### config.mk
export PLATFORM = sky130hd
export DESIGN_NAME = prefix_or_pipe
export DESIGN_NICKNAME = d
export VERILOG_FILES = /design/src/rtl/prefix_or_pkg.sv /design/src/rtl/por_pipe_reg.sv /design/src/rtl/prefix_or_pipe.sv
export SDC_FILE = /design/constraint.sdc
export NUM_CORES = 1
export LEC_CHECK = 0
export ABC_AREA = 1
export BUFFER_PORTS_ARGS = -buffer_cell sky130_fd_sc_hd__buf_4
export CAP_MARGIN = 20
export CORE_MARGIN = 2
export CORE_UTILIZATION = 40
export CTS_CLUSTER_DIAMETER = 80
export DETAILED_ROUTE_END_ITERATION = 10
export GPL_TIMING_DRIVEN = 0
export PLACE_DENSITY_LB_ADDON = 0.2
export SYNTH_ARGS = -nofsm -noshare
export SYNTH_HDL_FRONTEND = slang
export SYNTH_SLANG_ARGS = --single-unit
### constraint.sdc
create_clock -name clk -period 0.8 [get_ports clk]
set_input_delay 0.04 -clock clk [delete_from_list [all_inputs] [get_ports clk]]
set_output_delay 0.04 -clock clk [all_outputs]
set_load 0.03 [all_outputs]
### src/rtl/prefix_or_pkg.sv
// Shared helpers for the pipelined prefix-OR unit.
//   clog2          : ceiling log2, used for level count and index width
//   level_of_stage : Kogge-Stone level after which pipeline stage s registers
//   WIDTH_DEF      : default vector width of the unit
package prefix_or_pkg;

    localparam int WIDTH_DEF = 4;

    function automatic int clog2(input int n);
        int r;
        r = 0;
        while ((1 << r) < n) r++;
        return r;
    endfunction

    // Levels are spread as evenly as possible: stage s ends after
    // ceil((s+1)*L/STAGES) levels, so the last stage always ends at level L.
    function automatic int level_of_stage(input int s, input int l, input int stages);
        return ((s + 1) * l + stages - 1) / stages;
    endfunction

endpackage

### src/rtl/por_pipe_reg.sv
// One valid/ready register slice of the prefix-OR pipeline.
//   clk, rst            : clock, synchronous active-high reset
//   up_valid/up_ready   : upstream handshake, up_data is the offered beat
//   dn_valid/dn_ready   : downstream handshake, dn_data is the held beat
// The slice accepts whenever it is empty or its beat leaves this cycle,
// so bubbles collapse and a full pipe can pass a beat through every cycle.
module por_pipe_reg #(
    parameter int DATA_W = 8
) (
    input  logic              clk,
    input  logic              rst,
    input  logic              up_valid,
    output logic              up_ready,
    input  logic [DATA_W-1:0] up_data,
    output logic              dn_valid,
    input  logic              dn_ready,
    output logic [DATA_W-1:0] dn_data
);

    logic              vld_p0;
    logic [DATA_W-1:0] data_p0;

    assign up_ready = ~vld_p0 | dn_ready;

    // --- register boundary ---
    always_ff @(posedge clk) begin
        if (rst) begin
            vld_p0  <= 1'b0;
            data_p0 <= '0;
        end else if (up_ready) begin
            vld_p0 <= up_valid;
            // Data only moves on a real transfer, so an idle input never disturbs it.
            if (up_valid) data_p0 <= up_data;
        end
    end

    assign dn_valid = vld_p0;
    assign dn_data  = data_p0;

endmodule

### src/rtl/prefix_or_pipe.sv
// Pipelined prefix-OR: out_vec[i] = |in_vec[i:0], with valid/ready on both sides.
//   clk, rst              : clock, synchronous active-high reset
//   in_valid/in_ready     : input handshake, in_vec is the offered vector
//   out_valid/out_ready   : output handshake
//   out_vec               : prefix OR of the accepted vector
//   out_any               : any bit set (top bit of out_vec)
//   out_idx               : lowest set bit index of the accepted vector, 0 if none
//   sticky, clr           : sticky "a beat with out_any left the unit", cleared by clr
// Kogge-Stone levels are distributed over STAGES register slices; the final
// slice drives all out_* signals directly.
module prefix_or_pipe
    import prefix_or_pkg::*;
#(
    parameter int WIDTH  = WIDTH_DEF,
    parameter int STAGES = 2
) (
    input  logic                      clk,
    input  logic                      rst,
    input  logic                      in_valid,
    output logic                      in_ready,
    input  logic [WIDTH-1:0]          in_vec,
    output logic                      out_valid,
    input  logic                      out_ready,
    output logic [WIDTH-1:0]          out_vec,
    output logic                      out_any,
    output logic [clog2(WIDTH)-1:0]   out_idx,
    output logic                      sticky,
    input  logic                      clr
);

    localparam int L    = clog2(WIDTH);
    localparam int IDXW = L;
    localparam int DW   = WIDTH + IDXW;

    function automatic logic [IDXW-1:0] lowest_set(input logic [WIDTH-1:0] v);
        logic [IDXW-1:0] r;
        r = '0;
        for (int i = WIDTH - 1; i >= 0; i--) begin
            if (v[i]) r = IDXW'(i);
        end
        return r;
    endfunction

    logic [DW-1:0] d_p   [STAGES];
    logic [DW-1:0] q_p   [STAGES];
    logic          vld_p [STAGES];
    logic          rdy   [STAGES+1];

    assign rdy[STAGES] = out_ready;
    assign in_ready    = rdy[0];

    for (genvar s = 0; s < STAGES; s++) begin : g_stage
        localparam int LO = (s == 0) ? 0 : level_of_stage(s - 1, L, STAGES);
        localparam int HI = level_of_stage(s, L, STAGES);

        logic [WIDTH-1:0] lvl [HI-LO+1];
        logic [IDXW-1:0]  idx;
        logic             up_valid;

        // --- stage boundary: input of stage s ---
        if (s == 0) begin : g_head
            // The index is taken from the raw vector once and then rides along.
            assign lvl[0]   = in_vec;
            assign idx      = lowest_set(in_vec);
            assign up_valid = in_valid;
        end else begin : g_body
            assign lvl[0]   = q_p[s-1][WIDTH-1:0];
            assign idx      = q_p[s-1][DW-1:WIDTH];
            assign up_valid = vld_p[s-1];
        end

        // Level k: p[i] |= p[i-2^k]; the shift supplies zeros for i < 2^k.
        for (genvar k = LO; k < HI; k++) begin : g_lvl
            assign lvl[k-LO+1] = lvl[k-LO] | (lvl[k-LO] << (2 ** k));
        end

        assign d_p[s] = {idx, lvl[HI-LO]};

        // --- stage boundary: register of stage s ---
        por_pipe_reg #(.DATA_W(DW)) u_reg (
            .clk      (clk),
            .rst      (rst),
            .up_valid (up_valid),
            .up_ready (rdy[s]),
            .up_data  (d_p[s]),
            .dn_valid (vld_p[s]),
            .dn_ready (rdy[s+1]),
            .dn_data  (q_p[s])
        );
    end

    // --- stage boundary: output of last register ---
    assign out_valid = vld_p[STAGES-1];
    assign out_vec   = q_p[STAGES-1][WIDTH-1:0];
    assign out_any   = q_p[STAGES-1][WIDTH-1];
    assign out_idx   = q_p[STAGES-1][DW-1:WIDTH];

    // A set event in the same cycle as clr wins, so no event is lost.
    always_ff @(posedge clk) begin
        if (rst) sticky <= 1'b0;
        else     sticky <= (sticky & ~clr) | (out_valid & out_ready & out_any);
    end

endmodule

* Yosys cells after proc, flatten, opt, wreduce, memory -nomap -nowiden
Index checks and enable logic that the tools add are counted.
Word-level totals: output and inout port bits 10, logic and storage cells 22, bits of input ports 9, register bits 15
Operators by class: reduce and logical (&&, ||, !) cells 2, muxes and demuxes 4, bitwise gates (word level) 11
Operators by type and width (number):
- 2-bit two-way mux | 4
- 4-bit OR | 2
- 2-bit AND reduction | 2
- 1-bit bitwise AND | 3
- 1-bit inverter | 3
- 1-bit OR | 3

* Depth between registers and ports, before layout
Gate-level depths: netlist (run 1).
word-level depth 4, gate-level depth with buffers 6, mapped depth without buffers 6

* Modules after synthesis
From an unflattened synthesis (run 1), not the netlist that was laid out.
Unflattened totals: cells, all modules 105, area, all modules 738.2 um^2
By module, submodules not included:
- por_pipe_reg | area each 319.1 um^2, cells an instance 44, seq. area each 140.1 um^2, instances 2
- prefix_or_pipe | area each 100.1 um^2, cells an instance 17, seq. area each 20.0 um^2, instances 1

* Worst setup path before layout (run 1)
Ideal clock, no wire load.
path type register to register, start register g_stage[1].u_reg.vld_p0, end register g_stage[0].u_reg.data_p0[0], stages on the path, launching flop included 6, arrival time 1145 ps, period minus slack after synthesis 1257 ps, setup slack -457 ps, setup time 113 ps, required time 687 ps, cells stage by stage dfxtp_1 -> nand3_4 -> nand2_4 -> inv_2 -> nor2_1 -> nor2_1
On the way: word-level cells in the longest chain between the ends 4
RTL lines:
- start, declared | line por_pipe_reg.sv:20 | logic vld_p0;
- start signal, assigned | line por_pipe_reg.sv:31 | vld_p0 <= up_valid;
- 1-bit inverter | line por_pipe_reg.sv:23 | assign up_ready = ~vld_p0 | dn_ready;
- 1-bit OR (2 in a row) | line por_pipe_reg.sv:23
- named net in_ready | line prefix_or_pipe.sv:20 | output logic in_ready,
- 2-bit AND reduction (no source line)
- end signal, assigned | line por_pipe_reg.sv:33 | if (up_valid) data_p0 <= up_data;
- end, declared | line por_pipe_reg.sv:21 | logic [DATA_W-1:0] data_p0;
The timed path passes the listed nets, and every way through them passes these cells. A chain may end at the register's enable or synchronous reset.

* Worst setup path after layout (run 1)
start register g_stage[0].u_reg.vld_p0, end output port in_ready
On the way: word-level cells in the longest chain between the ends 2
RTL lines (line):
- start, declared | por_pipe_reg.sv:20
- start signal, assigned | por_pipe_reg.sv:31
- 1-bit inverter | por_pipe_reg.sv:23
- 1-bit OR | por_pipe_reg.sv:23
- end, declared | prefix_or_pipe.sv:20
No other way between the ends.

==> flow_summary.json, run 1 <==
{
  "grt_start_max_net_pins": 11,
  "synthToLayoutAreaGrowth_pct": 56.7,
  "cts.root.buffer_cell": "clkbuf_4",
  "start_kind": "flop",
  "p_per_area_nw_per_um2": 1680,
  "fp.dieArea_um2": 1880,
  "regToRegEndpoint": "g_stage[1].u_reg.dn_data[3]",
  "final_cell_area_um2": 968,
  "synth_common_cells": "nor2_1 (26), dfxtp_1 (15), nand2_1 (12)",
  "layoutNonFillerInstCount": 131,
  "final_util": 0.658,
  "clk_pin_slew_ps": 90,
  "syn-instance-count": 85,
  "timing.rr.start": "g_stage[1].u_reg.dn_valid",
  "status": "finished, violations left",
  "ys_seq_elements": 15,
  "tritoncts": "built",
  "timing.max_cap.violations": 0,
  "setup-violations-final": 17,
  "cts_max_path_buffers": 2,
  "vias": 608,
  "yosys_warnings": 0,
  "yosys_most_used_dff": "dfxtp_1",
  "placement_rows": 14,
  "post-route-min-period_ps": 975,
  "failing_checks": "setup timing",
  "boundaryPins": 19,
  "worstRegToRegCells": 4,
  "numPlacedInstances": 119,
  "worst-slew-pin-transition_ps": 210,
  "static_leakage_nw": 0.452,
  "start_util": 0.420,
  "synth_seq_area_share": 0.486,
  "synth-async-reset-ratio": 0,
  "die_width_um": 43.3,
  "layout-drive-gt1-share": 0.461,
  "insertion_delay_ps": 270,
  "synth.top_cell.area_share": 0.486,
  "min_period_over_period": 1.22,
  "cts_sinks": 15,
  "critical_path.endpoint": "in_ready",
  "post_dp_area_um2": 781,
  "cts_inserted_buffers": 3,
  "critical_path_required_ps": 760,
  "skew_ps": 1.38,
  "post_synth_instance_area_um2": 618,
  "final_hold_viol_count": 0,
  "timing.critical_path.cells": "nand3_4 > buf_6",
  "drt_pass1_iterations": 4,
  "cp_slowest_cell": "dfxtp_4",
  "dp_hpwl_um": 904,
  "grtUsageTotal": 0.154,
  "synth_top_cell_by_area": "dfxtp_1",
  "grt_remaining_overflow": 0,
  "post_drt_wl_per_cell_um": 9.77,
  "grt_antenna_before_repair": 0,
  "die_h_um": 43.3,
  "gpl.final_weighted_congestion": 0.717,
  "final-max-slew-violation-count": 0,
  "cp_max_fo": 6,
  "syn-mean-instance-area_um2": 7.27,
  "max_ir_drop_vdd_uv": 828,
  "ant_nets": 0,
  "route.final.wire_length_um": 1280,
  "port_buffers": 18,
  "ff2ff_setup_slack_ps": -130,
  "n_antenna_cell": 0,
  "drc_errors": 0,
  "routed_via_density": 4.64,
  "cts-htree-levels": 1,
  "postSynthNetCount": 94,
  "library_cells_used_by_synthesis": 15,
  "slew_headroom": 0.860,
  "placeableCoreArea_um2": 1470,
  "area_occupied_by_multi_input_gates_um2": 308,
  "grt_pass1_vias": 548,
  "cp.arrival_ps": 930,
  "cp_slowest_stage_delay_ps": 380,
  "synthMostInstantiatedCell": "nor2_1",
  "fin_ws_ps": -175,
  "n_fill_cell": 131,
  "detailedRoute.firstIterationViolations": 6,
  "layout.nets": 125,
  "grt_setup_unrepaired": "true",
  "worstSetupPathType": "reg2out",
  "grt_first_pass_wirelength_um": 2170,
  "post_synth_main_area_contributors": "dfxtp_1 (49%), nor2_1 (16%), nand2_1 (7.3%)",
  "hp-class": "in2reg",
  "timing.critical_path.to_type": "primary output",
  "seq_area_um2": 319,
  "worst_setup_path_startpoint": "g_stage[0].u_reg.dn_valid",
  "highest_achievable_clock_rate_mhz": 1030,
  "synth-edff-count": 0
}
worst max-delay path: cells and delay by family (launching register included):
family,cells,cell delay [ps]
flops,1,380
buf+inv,1,160
simple gates,1,120
sequential cells by signal, summed over array words and instances (netlist names):
name / cells
sticky: 1
g_stage.u_reg.dn_valid: 2
g_stage.u_reg.dn_data: 12
logic make-up (layout without fill, tap and decap cells):
family | count (synthesis) | after routing | synth area share
buffers and inverters | 12 | 42 | 0.0810
DFF | 15 | 15 | 0.486
AOI/OAI and AO/OA | 11 | 11 | 0.0951
and+or+nand+nor | 47 | 47 | 0.338
cells in the final DEF (no fill, tap or decap):
master / count
a21oi_4: 1
a21oi_1: 3
nand2_2: 1
o21ai_1: 5
dfxtp_1: 6
dfxtp_2: 6
nor2_2: 2
buf_4: 14
nand2_1: 11
inv_2: 2
nand2_4: 1
clkbuf_4: 3
a21oi_2: 1
nor2_1: 23
nand3_2: 1
o21ai_2: 1
inv_1: 7
buf_6: 11
nand3b_1: 1
dfxtp_4: 3
nand3_1: 3
dlygate4sd3_1: 2
nor3_1: 1
inv_4: 1
nand3_4: 1
clkinv_2: 1
nor3_2: 1
buf_2: 1
nor2_4: 1
how the worst min path moves through the flow:
stage                    from                     endpoint  depth (start not counted)
floorplan                 rst    g_stage[1].u_reg.dn_valid                          1
global placement          rst    g_stage[1].u_reg.dn_valid                          2
detailed placement        rst    g_stage[1].u_reg.dn_valid                          2
CTS                 out_ready                       sticky                          3
global route        out_ready                       sticky                          3
finish                    rst  g_stage[1].u_reg.dn_data[2]                          4
final cells by class:
class                           count  area share
Timing Repair Buffer               26       0.245
Multi-Input combinational cell     58       0.318
Buffer                              2      0.0168
Tap cell                           16      0.0207
Clock buffer                        3      0.0233
Sequential cell                    15       0.329
Inverter                           10      0.0413
Clock inverter                      1     0.00517
power by group:
part | internal, mW | switching (mW) | leakage, nW | total (mW)
Sequential | 0.800 | 0.0443 | 0.128 | 0.844
Combinational | 0.172 | 0.193 | 0.306 | 0.366
Clock | 0.185 | 0.232 | 0.0177 | 0.418
Total | 1.16 | 0.470 | 0.452 | 1.63
per-layer routing:
layer	track usage	vias to the layer above	part of all wire
met4	0.0545	0	0
li1	-	326	-
met5	0	-	0
met1	0.192	268	0.44
met3	0.0383	0	0.043
met2	0.257	14	0.51
metrics by stage:
stage / setup TNS [ps] / setup WS, ps / total power [mW] / hold slack (ps)
after detailed placement: -1880 / -165 / 1.15 / 230
after global routing: -2510 / -216 / 1.72 / 35.7
final: -1690 / -175 / 1.63 / 31.5
after global placement: -1630 / -151 / 1.14 / 225
after CTS: -1530 / -172 / 1.62 / 37.2
after floorplan: -1480 / -196 / 1.03 / 99.4
what timing repair did:
| action | in CTS | in global routing |
|---|---|---|
| setup buffers | 5 | 1 |
| pin swaps | 9 | 10 |
| hold buffers | 2 | 0 |
| resized for setup | 22 | 8 |
| hold endpoints to repair | 3 | 0 |
| setup endpoints to repair | 23 | 24 |
Power figures use the tool's default switching activity.
==> run 2, diff against run 1 <==
Settings changed: CORE_UTILIZATION 40 to 42.
==> flow_summary.json, run 2 (synthesized netlist as in run 1, its figures left out) <==
{
  "cts_max_path_buffers": 2,
  "critical_path_required_ps": 760,
  "max_ir_drop_vdd_uv": 949,
  "grt_pass1_vias": 551,
  "n_antenna_cell": 0,
  "p_per_area_nw_per_um2": 1780,
  "n_fill_cell": 117,
  "setup-violations-final": 16,
  "setup_tns_ps": -1440,
  "layout.nets": 122,
  "cts-htree-levels": 1,
  "cts.root.buffer_cell": "clkbuf_4",
  "boundaryPins": 19,
  "final_hold_viol_count": 0,
  "drt_pass1_iterations": 3,
  "start_util": 0.463,
  "tritoncts": "built",
  "insertion_delay_ps": 280,
  "dp_hpwl_um": 903,
  "synthToLayoutAreaGrowth_pct": 47.0,
  "fin_ws_ps": -162,
  "area_occupied_by_multi_input_gates_um2": 280,
  "grtUsageTotal": 0.161,
  "route.final.wire_length_um": 1260,
  "grt_first_pass_wirelength_um": 2240,
  "placement_rows": 13,
  "placeableCoreArea_um2": 1330,
  "vias": 575,
  "layout-drive-gt1-share": 0.420,
  "die_h_um": 42.4,
  "status": "finished, violations left",
  "cts_inserted_buffers": 3,
  "timing.max_cap.violations": 0,
  "finalPower_mw": 1.62,
  "hp-class": "in2reg",
  "final-max-slew-violation-count": 0,
  "clk_pin_slew_ps": 90,
  "largest_register_ffs": 12,
  "grt_setup_unrepaired": "true",
  "worst-slew-pin-transition_ps": 284,
  "start_kind": "flop",
  "min_period_over_period": 1.20,
  "grt_start_max_net_pins": 11,
  "post_drt_wl_per_cell_um": 9.91,
  "fp.dieArea_um2": 1790,
  "failing_checks": "setup timing",
  "post-route-min-period_ps": 962,
  "highest_achievable_clock_rate_mhz": 1040,
  "timing.critical_path.to_type": "primary output",
  "static_leakage_nw": 0.430,
  "mostFrequentLayoutCells": "nor2_1 (24), buf_4 (12), buf_6 (10)",
  "skew_ps": 2.11,
  "port_buffers": 18,
  "cts_sinks": 15,
  "layout.cells.most_common": "nor2_1",
  "grt_antenna_before_repair": 0,
  "worstSetupPathType": "reg2out",
  "place_worst_setup_slack_ps": -176,
  "die_width_um": 42.4,
  "drc_errors": 0,
  "cp_max_fo": 5,
  "cp.arrival_ps": 920,
  "gpl.final_weighted_congestion": 0.724,
  "grt_remaining_overflow": 0,
  "seq_area_um2": 317,
  "routed_via_density": 4.53,
  "detailedRoute.firstIterationViolations": 5,
  "slew_headroom": 0.811,
  "ant_nets": 0
}
-- run 2: what timing repair did --
action,CTS,global route
hold buffers,2,0
resized for setup,19,3
setup buffers,3,0
endpoints found under the hold margin,3,0
endpoints found under the setup margin,23,24
pin swaps,1,2
-- run 2: final timing paths --
check                                  from                           to  slack [ps]  cells past startpoint
setup / recovery  g_stage[1].u_reg.dn_valid                     in_ready        -160                      2
hold / removal                    out_ready                       sticky          30                      3
setup reg to reg  g_stage[0].u_reg.dn_valid  g_stage[1].u_reg.dn_data[3]        -120                      4
hold reg to reg                      sticky                       sticky         470                      2
-- run 2: metal layers --
metal / wire length (um) / up-vias / GRT usage / share of wire
met5: 0 / - / 0 / 0
met4: 14 / 0 / 0.0938 / 0.011
met3: 66 / 2 / 0.0302 / 0.052
met2: 587 / 18 / 0.262 / 0.47
met1: 591 / 236 / 0.197 / 0.47
li1: - / 319 / - / -
-- run 2: area by class of cell --
cell class | count | area share
Sequential cell | 15 | 0.348
Multi-Input combinational cell | 58 | 0.309
Timing Repair Buffer | 23 | 0.233
Inverter | 10 | 0.0413
Clock buffer | 3 | 0.0248
Tap cell | 15 | 0.0207
Buffer | 2 | 0.0179
Clock inverter | 1 | 0.00551
-- run 2: critical path, cell delays in order (launching register included) --
cell and delay [ps]:
dfxtp_4 390, nand3_4 100, buf_6 150
-- run 2: power by group --
part	leakage (nW)	internal (mW)	switching, mW	total, mW
Clock	0.0177	0.185	0.244	0.430
Combinational	0.285	0.159	0.183	0.343
Sequential	0.128	0.801	0.0412	0.843
-- run 2: through the flow --
stage / instances / hold slack (ps) / utilization / cell area (um^2)
6_report: 127 / 28.4 / 0.681 / 908
5_1_grt: 127 / 54.0 / 0.681 / 908
3_5_place_dp: 118 / 231 / 0.584 / 779
4_1_cts: 127 / 27.1 / 0.675 / 901
3_3_place_gp: 118 / 224 / 0.584 / 779
2_1_floorplan: 85 / 99.4 / - / 626
